<file path="config.mk">
export PLATFORM = sky130hd
export DESIGN_NAME = async_hs_bridge
export DESIGN_NICKNAME = d
export VERILOG_FILES = /design/src/rtl/async_hs_bridge_pkg.sv /design/src/rtl/async_hs_bridge_sync.sv /design/src/rtl/async_hs_bridge.sv
export SDC_FILE = /design/constraint.sdc
export NUM_CORES = 1
export LEC_CHECK = 0
export CORE_ASPECT_RATIO = 1.1
export CORE_MARGIN = 3
export CORE_UTILIZATION = 40
export CTS_CLUSTER_DIAMETER = 120
export DETAILED_ROUTE_END_ITERATION = 10
export PLACE_DENSITY = 0.65
export SLEW_MARGIN = 20
export SYNTH_ARGS = -nofsm -noshare
export SYNTH_HDL_FRONTEND = slang
export SYNTH_SLANG_ARGS = --single-unit
</file>
<file path="constraint.sdc">
create_clock -name clk_i -period 2.8 [get_ports clk_i]
set_input_delay 0.84 -clock clk_i [delete_from_list [all_inputs] [get_ports clk_i]]
set_output_delay 0.84 -clock clk_i [all_outputs]
set_load 0.02 [all_outputs]
</file>
<file path="src/rtl/async_hs_bridge_pkg.sv">
`default_nettype none
// +----------------------------------------------------------------------+
// | Package     : async_pkg                                              |
// | Description : Shared state types and defaults for the clocked        |
// |               endpoint of the four-phase req/ack control network.    |
// | Revision    : 1.0 - initial release                                  |
// +----------------------------------------------------------------------+
package async_pkg;

  // Default flop depth of each asynchronous-input synchronizer.
  localparam int unsigned SYNC_STAGES_DEF = 2;

  // Channel A receiver: wait for request, offer token, hold acknowledge.
  typedef enum logic [1:0] {
    R_IDLE = 2'd0,
    R_PEND = 2'd1,
    R_ACK  = 2'd2
  } rx_state_e;

  // Channel B initiator: idle, request high, request low awaiting ack low.
  typedef enum logic [1:0] {
    T_IDLE = 2'd0,
    T_RISE = 2'd1,
    T_FALL = 2'd2
  } tx_state_e;

endpackage
`default_nettype wire

</file>
<file path="src/rtl/async_hs_bridge_sync.sv">
`default_nettype none
// +----------------------------------------------------------------------+
// | Module      : hs_sync                                                |
// | Description : N-flop synchronizer for one asynchronous control bit,  |
// |               asynchronous active-low reset to 0.                    |
// | Revision    : 1.0 - initial release                                  |
// +----------------------------------------------------------------------+
module hs_sync
  import async_pkg::*;
#(
  parameter int unsigned STAGES = SYNC_STAGES_DEF
) (
  input  logic clk_i,
  input  logic rst_ni,
  input  logic d_i,
  output logic q_o
);

  logic [STAGES-1:0] r_sync;

  // Shift the asynchronous input through the flop chain; the last flop is the
  // only one the rest of the design may look at.
  always_ff @(posedge clk_i or negedge rst_ni) begin
    if (!rst_ni) begin
      r_sync <= '0;
    end else begin
      r_sync <= {r_sync[STAGES-2:0], d_i};
    end
  end

  assign q_o = r_sync[STAGES-1];

endmodule
`default_nettype wire

</file>
<file path="src/rtl/async_hs_bridge.sv">
`default_nettype none
// +----------------------------------------------------------------------+
// | Module      : async_hs_bridge                                        |
// | Description : Four-phase req/ack to valid/ready bridge. Channel A is |
// |               received into a clocked token stream, channel B is     |
// |               driven from clocked launch requests; tokens in flight  |
// |               are counted and handshake stalls are flagged.          |
// | Revision    : 1.0 - initial release                                  |
// +----------------------------------------------------------------------+
module async_hs_bridge
  import async_pkg::*;
#(
  parameter int unsigned SYNC_STAGES = SYNC_STAGES_DEF,
  parameter int unsigned TMO_W       = 8,
  parameter int unsigned CNT_W       = 4
) (
  input  logic             clk_i,
  input  logic             rst_ni,
  input  logic             req_a_i,
  output logic             ack_a_o,
  output logic             req_b_o,
  input  logic             ack_b_i,
  output logic             tok_valid_o,
  input  logic             tok_ready_i,
  input  logic             issue_valid_i,
  output logic             issue_ready_o,
  output logic [CNT_W-1:0] inflight_o,
  output logic             err_tmo_o,
  output logic             err_cnt_o,
  input  logic             err_clr_i
);

  localparam logic [TMO_W-1:0] c_tmo_max = '1;
  localparam logic [CNT_W-1:0] c_cnt_max = '1;

  logic             w_req_a_s;
  logic             w_ack_b_s;
  rx_state_e        r_rx_state;
  rx_state_e        w_rx_next;
  tx_state_e        r_tx_state;
  tx_state_e        w_tx_next;
  logic             r_ack_a;
  logic             r_tok_valid;
  logic             r_req_b;
  logic             r_issue_ready;
  logic [TMO_W-1:0] r_tmo_cnt;
  logic [TMO_W-1:0] w_tmo_next;
  logic             w_tmo_set;
  logic [CNT_W-1:0] r_inflight;
  logic [CNT_W-1:0] w_inflight_next;
  logic             w_cnt_set;
  logic             w_issue_acc;
  logic             w_tok_acc;
  logic             r_err_tmo;
  logic             r_err_cnt;

  hs_sync #(.STAGES(SYNC_STAGES)) u_sync_req_a (
    .clk_i  (clk_i),
    .rst_ni (rst_ni),
    .d_i    (req_a_i),
    .q_o    (w_req_a_s)
  );

  hs_sync #(.STAGES(SYNC_STAGES)) u_sync_ack_b (
    .clk_i  (clk_i),
    .rst_ni (rst_ni),
    .d_i    (ack_b_i),
    .q_o    (w_ack_b_s)
  );

  assign w_issue_acc = (r_tx_state == T_IDLE) && issue_valid_i;
  assign w_tok_acc   = (r_rx_state == R_PEND) && tok_ready_i;

  // Receiver next state: offer the token once the request is seen, acknowledge
  // after the consumer takes it, release when the request returns to zero.
  always_comb begin
    w_rx_next = r_rx_state;
    case (r_rx_state)
      R_IDLE:  if (w_req_a_s)   w_rx_next = R_PEND;
      R_PEND:  if (tok_ready_i) w_rx_next = R_ACK;
      R_ACK:   if (!w_req_a_s)  w_rx_next = R_IDLE;
      default: w_rx_next = R_IDLE;
    endcase
  end

  // Transmitter next state: one full four-phase cycle per accepted launch.
  always_comb begin
    w_tx_next = r_tx_state;
    case (r_tx_state)
      T_IDLE:  if (issue_valid_i) w_tx_next = T_RISE;
      T_RISE:  if (w_ack_b_s)     w_tx_next = T_FALL;
      T_FALL:  if (!w_ack_b_s)    w_tx_next = T_IDLE;
      default: w_tx_next = T_IDLE;
    endcase
  end

  // Handshake stall timer: restarts on every phase change and on a flag clear,
  // so a handshake that stays stuck re-reports after another full period.
  always_comb begin
    w_tmo_next = r_tmo_cnt;
    if ((w_tx_next != r_tx_state) || err_clr_i) begin
      w_tmo_next = '0;
    end else if ((r_tx_state != T_IDLE) && (r_tmo_cnt != c_tmo_max)) begin
      w_tmo_next = r_tmo_cnt + TMO_W'(1);
    end
    w_tmo_set = (w_tmo_next == c_tmo_max);
  end

  // In-flight token count with saturation at both ends; a blocked step flags.
  always_comb begin
    w_inflight_next = r_inflight;
    w_cnt_set       = 1'b0;
    if (w_issue_acc && !w_tok_acc) begin
      if (r_inflight == c_cnt_max) w_cnt_set = 1'b1;
      else                         w_inflight_next = r_inflight + CNT_W'(1);
    end else if (w_tok_acc && !w_issue_acc) begin
      if (r_inflight == '0) w_cnt_set = 1'b1;
      else                  w_inflight_next = r_inflight - CNT_W'(1);
    end
  end

  // State registers and output flops; outputs are decoded from the next state
  // so every port is driven straight from a flop.
  always_ff @(posedge clk_i or negedge rst_ni) begin
    if (!rst_ni) begin
      r_rx_state    <= R_IDLE;
      r_tx_state    <= T_IDLE;
      r_ack_a       <= 1'b0;
      r_tok_valid   <= 1'b0;
      r_req_b       <= 1'b0;
      r_issue_ready <= 1'b1;
      r_tmo_cnt     <= '0;
      r_inflight    <= '0;
    end else begin
      r_rx_state    <= w_rx_next;
      r_tx_state    <= w_tx_next;
      r_ack_a       <= (w_rx_next == R_ACK);
      r_tok_valid   <= (w_rx_next == R_PEND);
      r_req_b       <= (w_tx_next == T_RISE);
      r_issue_ready <= (w_tx_next == T_IDLE);
      r_tmo_cnt     <= w_tmo_next;
      r_inflight    <= w_inflight_next;
    end
  end

  // Sticky error flags; a set in the same cycle as a clear wins.
  always_ff @(posedge clk_i or negedge rst_ni) begin
    if (!rst_ni) begin
      r_err_tmo <= 1'b0;
      r_err_cnt <= 1'b0;
    end else begin
      if (w_tmo_set)      r_err_tmo <= 1'b1;
      else if (err_clr_i) r_err_tmo <= 1'b0;
      if (w_cnt_set)      r_err_cnt <= 1'b1;
      else if (err_clr_i) r_err_cnt <= 1'b0;
    end
  end

  assign ack_a_o       = r_ack_a;
  assign tok_valid_o   = r_tok_valid;
  assign req_b_o       = r_req_b;
  assign issue_ready_o = r_issue_ready;
  assign inflight_o    = r_inflight;
  assign err_tmo_o     = r_err_tmo;
  assign err_cnt_o     = r_err_cnt;

endmodule
`default_nettype wire
</file>
# ---- Word-level counts from Yosys, hierarchy flattened
# Index checks and enable logic that the tools add are counted.
dict set report word_totals {
  ff_bits 26
  in_bits 7
  word_cells 66
}
dict set report op_classes {
  addsub 3
  n_eq_ne 13
  muxes 21
  n_reduce_logical 17
}
# op n
set ops {}
lappend ops {{$mux W4} 4}
lappend ops {{$mux W8} 2}
lappend ops {{$mux W2} 6}
lappend ops {{$pmux W2 S3} 2}
lappend ops {{$add A8 B1 Y8 const B} 1}
lappend ops {{$eq A2 B1 Y1 const B} 4}
lappend ops {{$eq A8 B8 Y1 const B} 1}
lappend ops {{$ne A8 B8 Y1 const B} 1}
lappend ops {{$reduce_bool A2 Y1} 4}
lappend ops {{$mux W1} 7}
lappend ops {{$eq A2 B2 Y1 const B} 3}
lappend ops {{$logic_not A2 Y1} 3}
lappend ops {{$logic_and A1 B1 Y1} 5}
lappend ops {{$add A4 B1 Y4 const B} 1}
lappend ops {{$eq A4 B4 Y1 const B} 1}
lappend ops {{$logic_not A4 Y1} 1}
lappend ops {{$ne A2 B2 Y1 const B} 2}
lappend ops {{$sub A4 B1 Y4 const B} 1}
lappend ops {{$reduce_and A3 Y1} 1}
lappend ops {{$logic_not A1 Y1} 2}
lappend ops {{$ne A2 B2 Y1} 1}
lappend ops {{$logic_or A1 B1 Y1} 1}

# ---- Depth between registers and ports, before layout
dict set report logic_depth {
  word_depth 7
  depth_mapped 11
  depth_no_buf 10
}

# ---- By module
# Synthesis repeated with hierarchy kept, for this count alone.
dict set report unflattened {
  hier_cells 121
  hier_area_um2 1391.3
}
# module instances cells_each area_each_um2
set by_module_without_submodules {}
lappend by_module_without_submodules {async_hs_bridge 1 117 1291.2}
lappend by_module_without_submodules {hs_sync 2 2 50.0}

# ---- Worst setup path before layout
# No wires, ideal clock.
dict set report synth_path {
  path_kind {input to register}
  start {input tok_ready_i}
  end {register r_inflight[1] (netlist: inflight_o[1])}
  setup_ps 128
  t_arrival_ps 2461
  required_time_ps 2672
  slack_ps 212
  path_stages 6
  n_path_buf 0
  cell_sequence {nand2_1 > or2_2 > ha_1 > or4_1 > o21ai_2 > mux2_1}
}
dict set report synth_between {
  elab_chain_cells 5
}
# item line_no
set synth_rtl {}
lappend synth_rtl {{from (decl)} async_hs_bridge.sv:24} ;# input logic tok_ready_i,
lappend synth_rtl {{$logic_and A1 B1 Y1 (*)} async_hs_bridge.sv:72} ;# assign w_tok_acc = (r_rx_state == R_PEND) && tok_ready_i;
lappend synth_rtl {{$logic_not A1 Y1} async_hs_bridge.sv:113} ;# if (w_issue_acc && !w_tok_acc) begin
lappend synth_rtl {{$logic_and A1 B1 Y1} async_hs_bridge.sv:113}
lappend synth_rtl {{$ne A2 B2 Y1 (no source line) or $reduce_bool A2 Y1 (tied branches)} -}
lappend synth_rtl {{$reduce_and A3 Y1 (no source line)} -}
lappend synth_rtl {{to (signal assigned)} async_hs_bridge.sv:142} ;# r_inflight <= w_inflight_next;
lappend synth_rtl {{to (decl)} async_hs_bridge.sv:49} ;# logic [CNT_W-1:0] r_inflight;
# Every way passes the cells marked *; elsewhere a longest branch is shown, timed or not.
# A chain may end at the register's enable or synchronous reset.

# ---- Final worst setup path
# Same ends and word-level chain as after synthesis.

==> results.toml <==
[sta]
drv_slew = 0
fmax_mhz = 369
finClkSkew_ns = 0.0109
min_period_over_period = 0.968
rsz0062_at_grt = "false"
hold_violations = 0
slew_headroom = 0.749
max_slew.worst_pin.slew_ns = 0.377
setup_viol_count_final = 0
fin_crit_ns = 2.71

[worst_setup_path]
critPathMaxFanout = 4
cp_data_arrival_time_ns = 2.91
end_kind = "flip-flop"
slowest_delay_ns = 0.56
crit_start = "tok_ready_i"
critPathKind = "in -> reg"
start_kind = "input pin"
path_buf_inv = 1
cp.required_ns = 3.00
path_delay_family = "simple AND/OR/NAND/NOR gates"
path_cells = "clkdlybuf4s50_1, nand2_1, or2_2, ha_2, or4_4, o21ai_4, mux2_1"
crit_path_top_delay_cell = "or4_4"
r2r_start = "r_tx_state[1]$_DFF_PN0_"

[route]
wirelength_mm = 2.35
drt-wirelength-per-cell_um = 13.4
drc = 0
dr.pass1.iters = 4
dr_total_vias = 920
drt_iter0_drc = 38
ant_nets = 0
vias_per_cell = 5.26

[floorplan]
io_pins = 17
rows = 21
die_y_um = 66.1
die-area_mm2 = 0.00401
die_x_um = 60.6
initial_core_util = 0.423
core_area_mm2 = 0.00310

[synth]
synth_cell_types = 43
async_flop_share = 1.00
syn_area_per_cell_um2 = 11.4
synth-seq-cells = 26
yosysTopAreaCellShare = 0.477
synth_most_common_cell = "dfrtp_1"
synth-seq-area-share = 0.497
syn_inst = 115
synth_area_leader_cell = "dfrtp_1"
yosys_most_used_dff = "dfrtp_1"
synth_area_leaders = "dfrtp_1, ha_1, mux2i_1, nor2_1, o32ai_4"
synth_common_cells = "dfrtp_1, nor2_1, nand2_1"
syn_nets = 128
yosys_warnings = 0
syn_area_mm2 = 0.00131
synth-edff-count = 0

[run_status]
outcome = "finished, final reports clean"

[power_and_ir_drop]
ir_drop_uv = 574
powerDensity_mw_per_mm2 = 918
leakagePower_nw = 0.738

[run]
maxCapViolCount = 0

[min_path]
worstHoldStart = "u_sync_ack_b.r_sync[0]$_DFF_PN0_"
hp-class = "reg -> reg"

[clock_tree]
cts.sinks = 26
ctsHoldBuffers = 0
numCtsBuffers = 3
cts_root_buf = "clkbuf_4"
cts_htree_levels = 1
clk_pin_slew_worst_paths_ns = 0.14
postCtsSetupRepairBufs = 0
clockBufferDepth = 2
cts_tree = "built"
clk_latency_ns = 0.31

[place]
place_area_mm2 = 0.00156
dp_hpwl_mm = 1.81
place.port_buffers = 16
gp_congestion = 0.845
dpl.cell_count = 171

[grt]
grt_pass1_vias = 957
grt_pass1_wl_mm = 4.08
gr-total-overflow = 0
grt_antenna_before_repair = 0
grt_use_total = 0.133
grt_max_degree = 27

[finish]
fin_cells = 175
antennaDiodeCount = 0
nNetsFinal = 155
area_growth_pct = 24.2
fin_util = 0.526
drive_gt1_frac = 0.191
finalInstanceArea_mm2 = 0.00163
-- final timing paths --
kind	cells past startpoint	slack, ns	to
min in group asynchronous	2	0.87	r_tmo_cnt[5]$_DFF_PN0_
hold / removal	0	0.37	u_sync_ack_b.r_sync[1]$_DFF_PN0_
hold reg to reg	0	0.37	u_sync_ack_b.r_sync[1]$_DFF_PN0_
max in group asynchronous	2	1.64	issue_ready_o$_DFF_PN1_
setup / recovery	7	0.09	inflight_o[1]$_DFFE_PN0P_
setup reg to reg	6	0.50	inflight_o[1]$_DFFE_PN0P_
-- layout make-up --
| class | count | area, um^2 |
|---|---|---|
| repair buffers | 24 | 220 |
| flip-flops and latches | 26 | 652 |
| clock inverters | 1 | 30.0 |
| fillers | 284 | 1470 |
| multi-input cells | 82 | 644 |
| inverters | 5 | 18.8 |
| clock buffers | 3 | 22.5 |
| well taps | 34 | 42.5 |
-- power breakdown --
group / switching, mW / internal [mW] / total [mW]
Combinational: 0.305 / 0.352 / 0.657
Sequential: 0.122 / 0.467 / 0.589
Clock: 0.106 / 0.145 / 0.250
Total: 0.533 / 0.963 / 1.50
-- cells in the final DEF, fill, tap and decap left out, drive strengths merged, types with 2 or more instances in the layout --
| master | count |
|---|---|
| nor4 | 2 |
| nor3b | 3 |
| ha | 5 |
| xor2 | 3 |
| and2 | 3 |
| nand3 | 2 |
| buf | 8 |
| and3 | 2 |
| nand2b | 3 |
| xnor2 | 2 |
| mux2i | 6 |
| inv | 5 |
| o21ai | 8 |
| dfrtp | 25 |
| clkbuf | 3 |
| clkdlybuf4s50 | 16 |
| nor2b | 2 |
| nor2 | 12 |
| nand2 | 9 |
| a21oi | 4 |
-- sequential cells by signal, indices dropped and copies added, names as in the netlist, 2 cells and up --
signal               cells
r_tx_state               2
r_tmo_cnt                8
r_rx_state               2
u_sync_ack_b.r_sync      2
inflight_o               4
u_sync_req_a.r_sync      2
-- cell families after synthesis --
logic type / Yosys count / share of synthesized area
adders and majority gates: 6 / 0.0629
AOI/OAI and AO/OA: 21 / 0.135
xor gates and xnor gates: 5 / 0.0334
and+or+nand+nor: 43 / 0.192
buffers and inverters: 7 / 0.0257
muxes: 7 / 0.0543
DFF: 26 / 0.497
-- metal layers --
layer	part of all wire	global-route usage
met2	0.52	0.227
met5	0	0
met1	0.45	0.162
met4	0.0072	0.0461
met3	0.022	0.0273
-- repair_timing --
action | 4_1_cts | 5_1_grt
endpoints found under the hold margin | 0 | 0
endpoints found under the setup margin | 0 | 2
resized for setup | 0 | 4
-- metrics by stage --
stage                     power (mW)  hold WS (ns)  setup TNS, ns  worst slack (ns)
after floorplan                0.982         0.331              0             0.212
after global placement          1.21         0.333         -0.683            -0.234
after detailed placement        1.23         0.341         -0.894            -0.293
after CTS                       1.48         0.379              0            0.0486
after global routing            1.61         0.383              0            0.0344
final                           1.50         0.374              0            0.0896
Note: power is estimated with default switching activity, not from simulation.
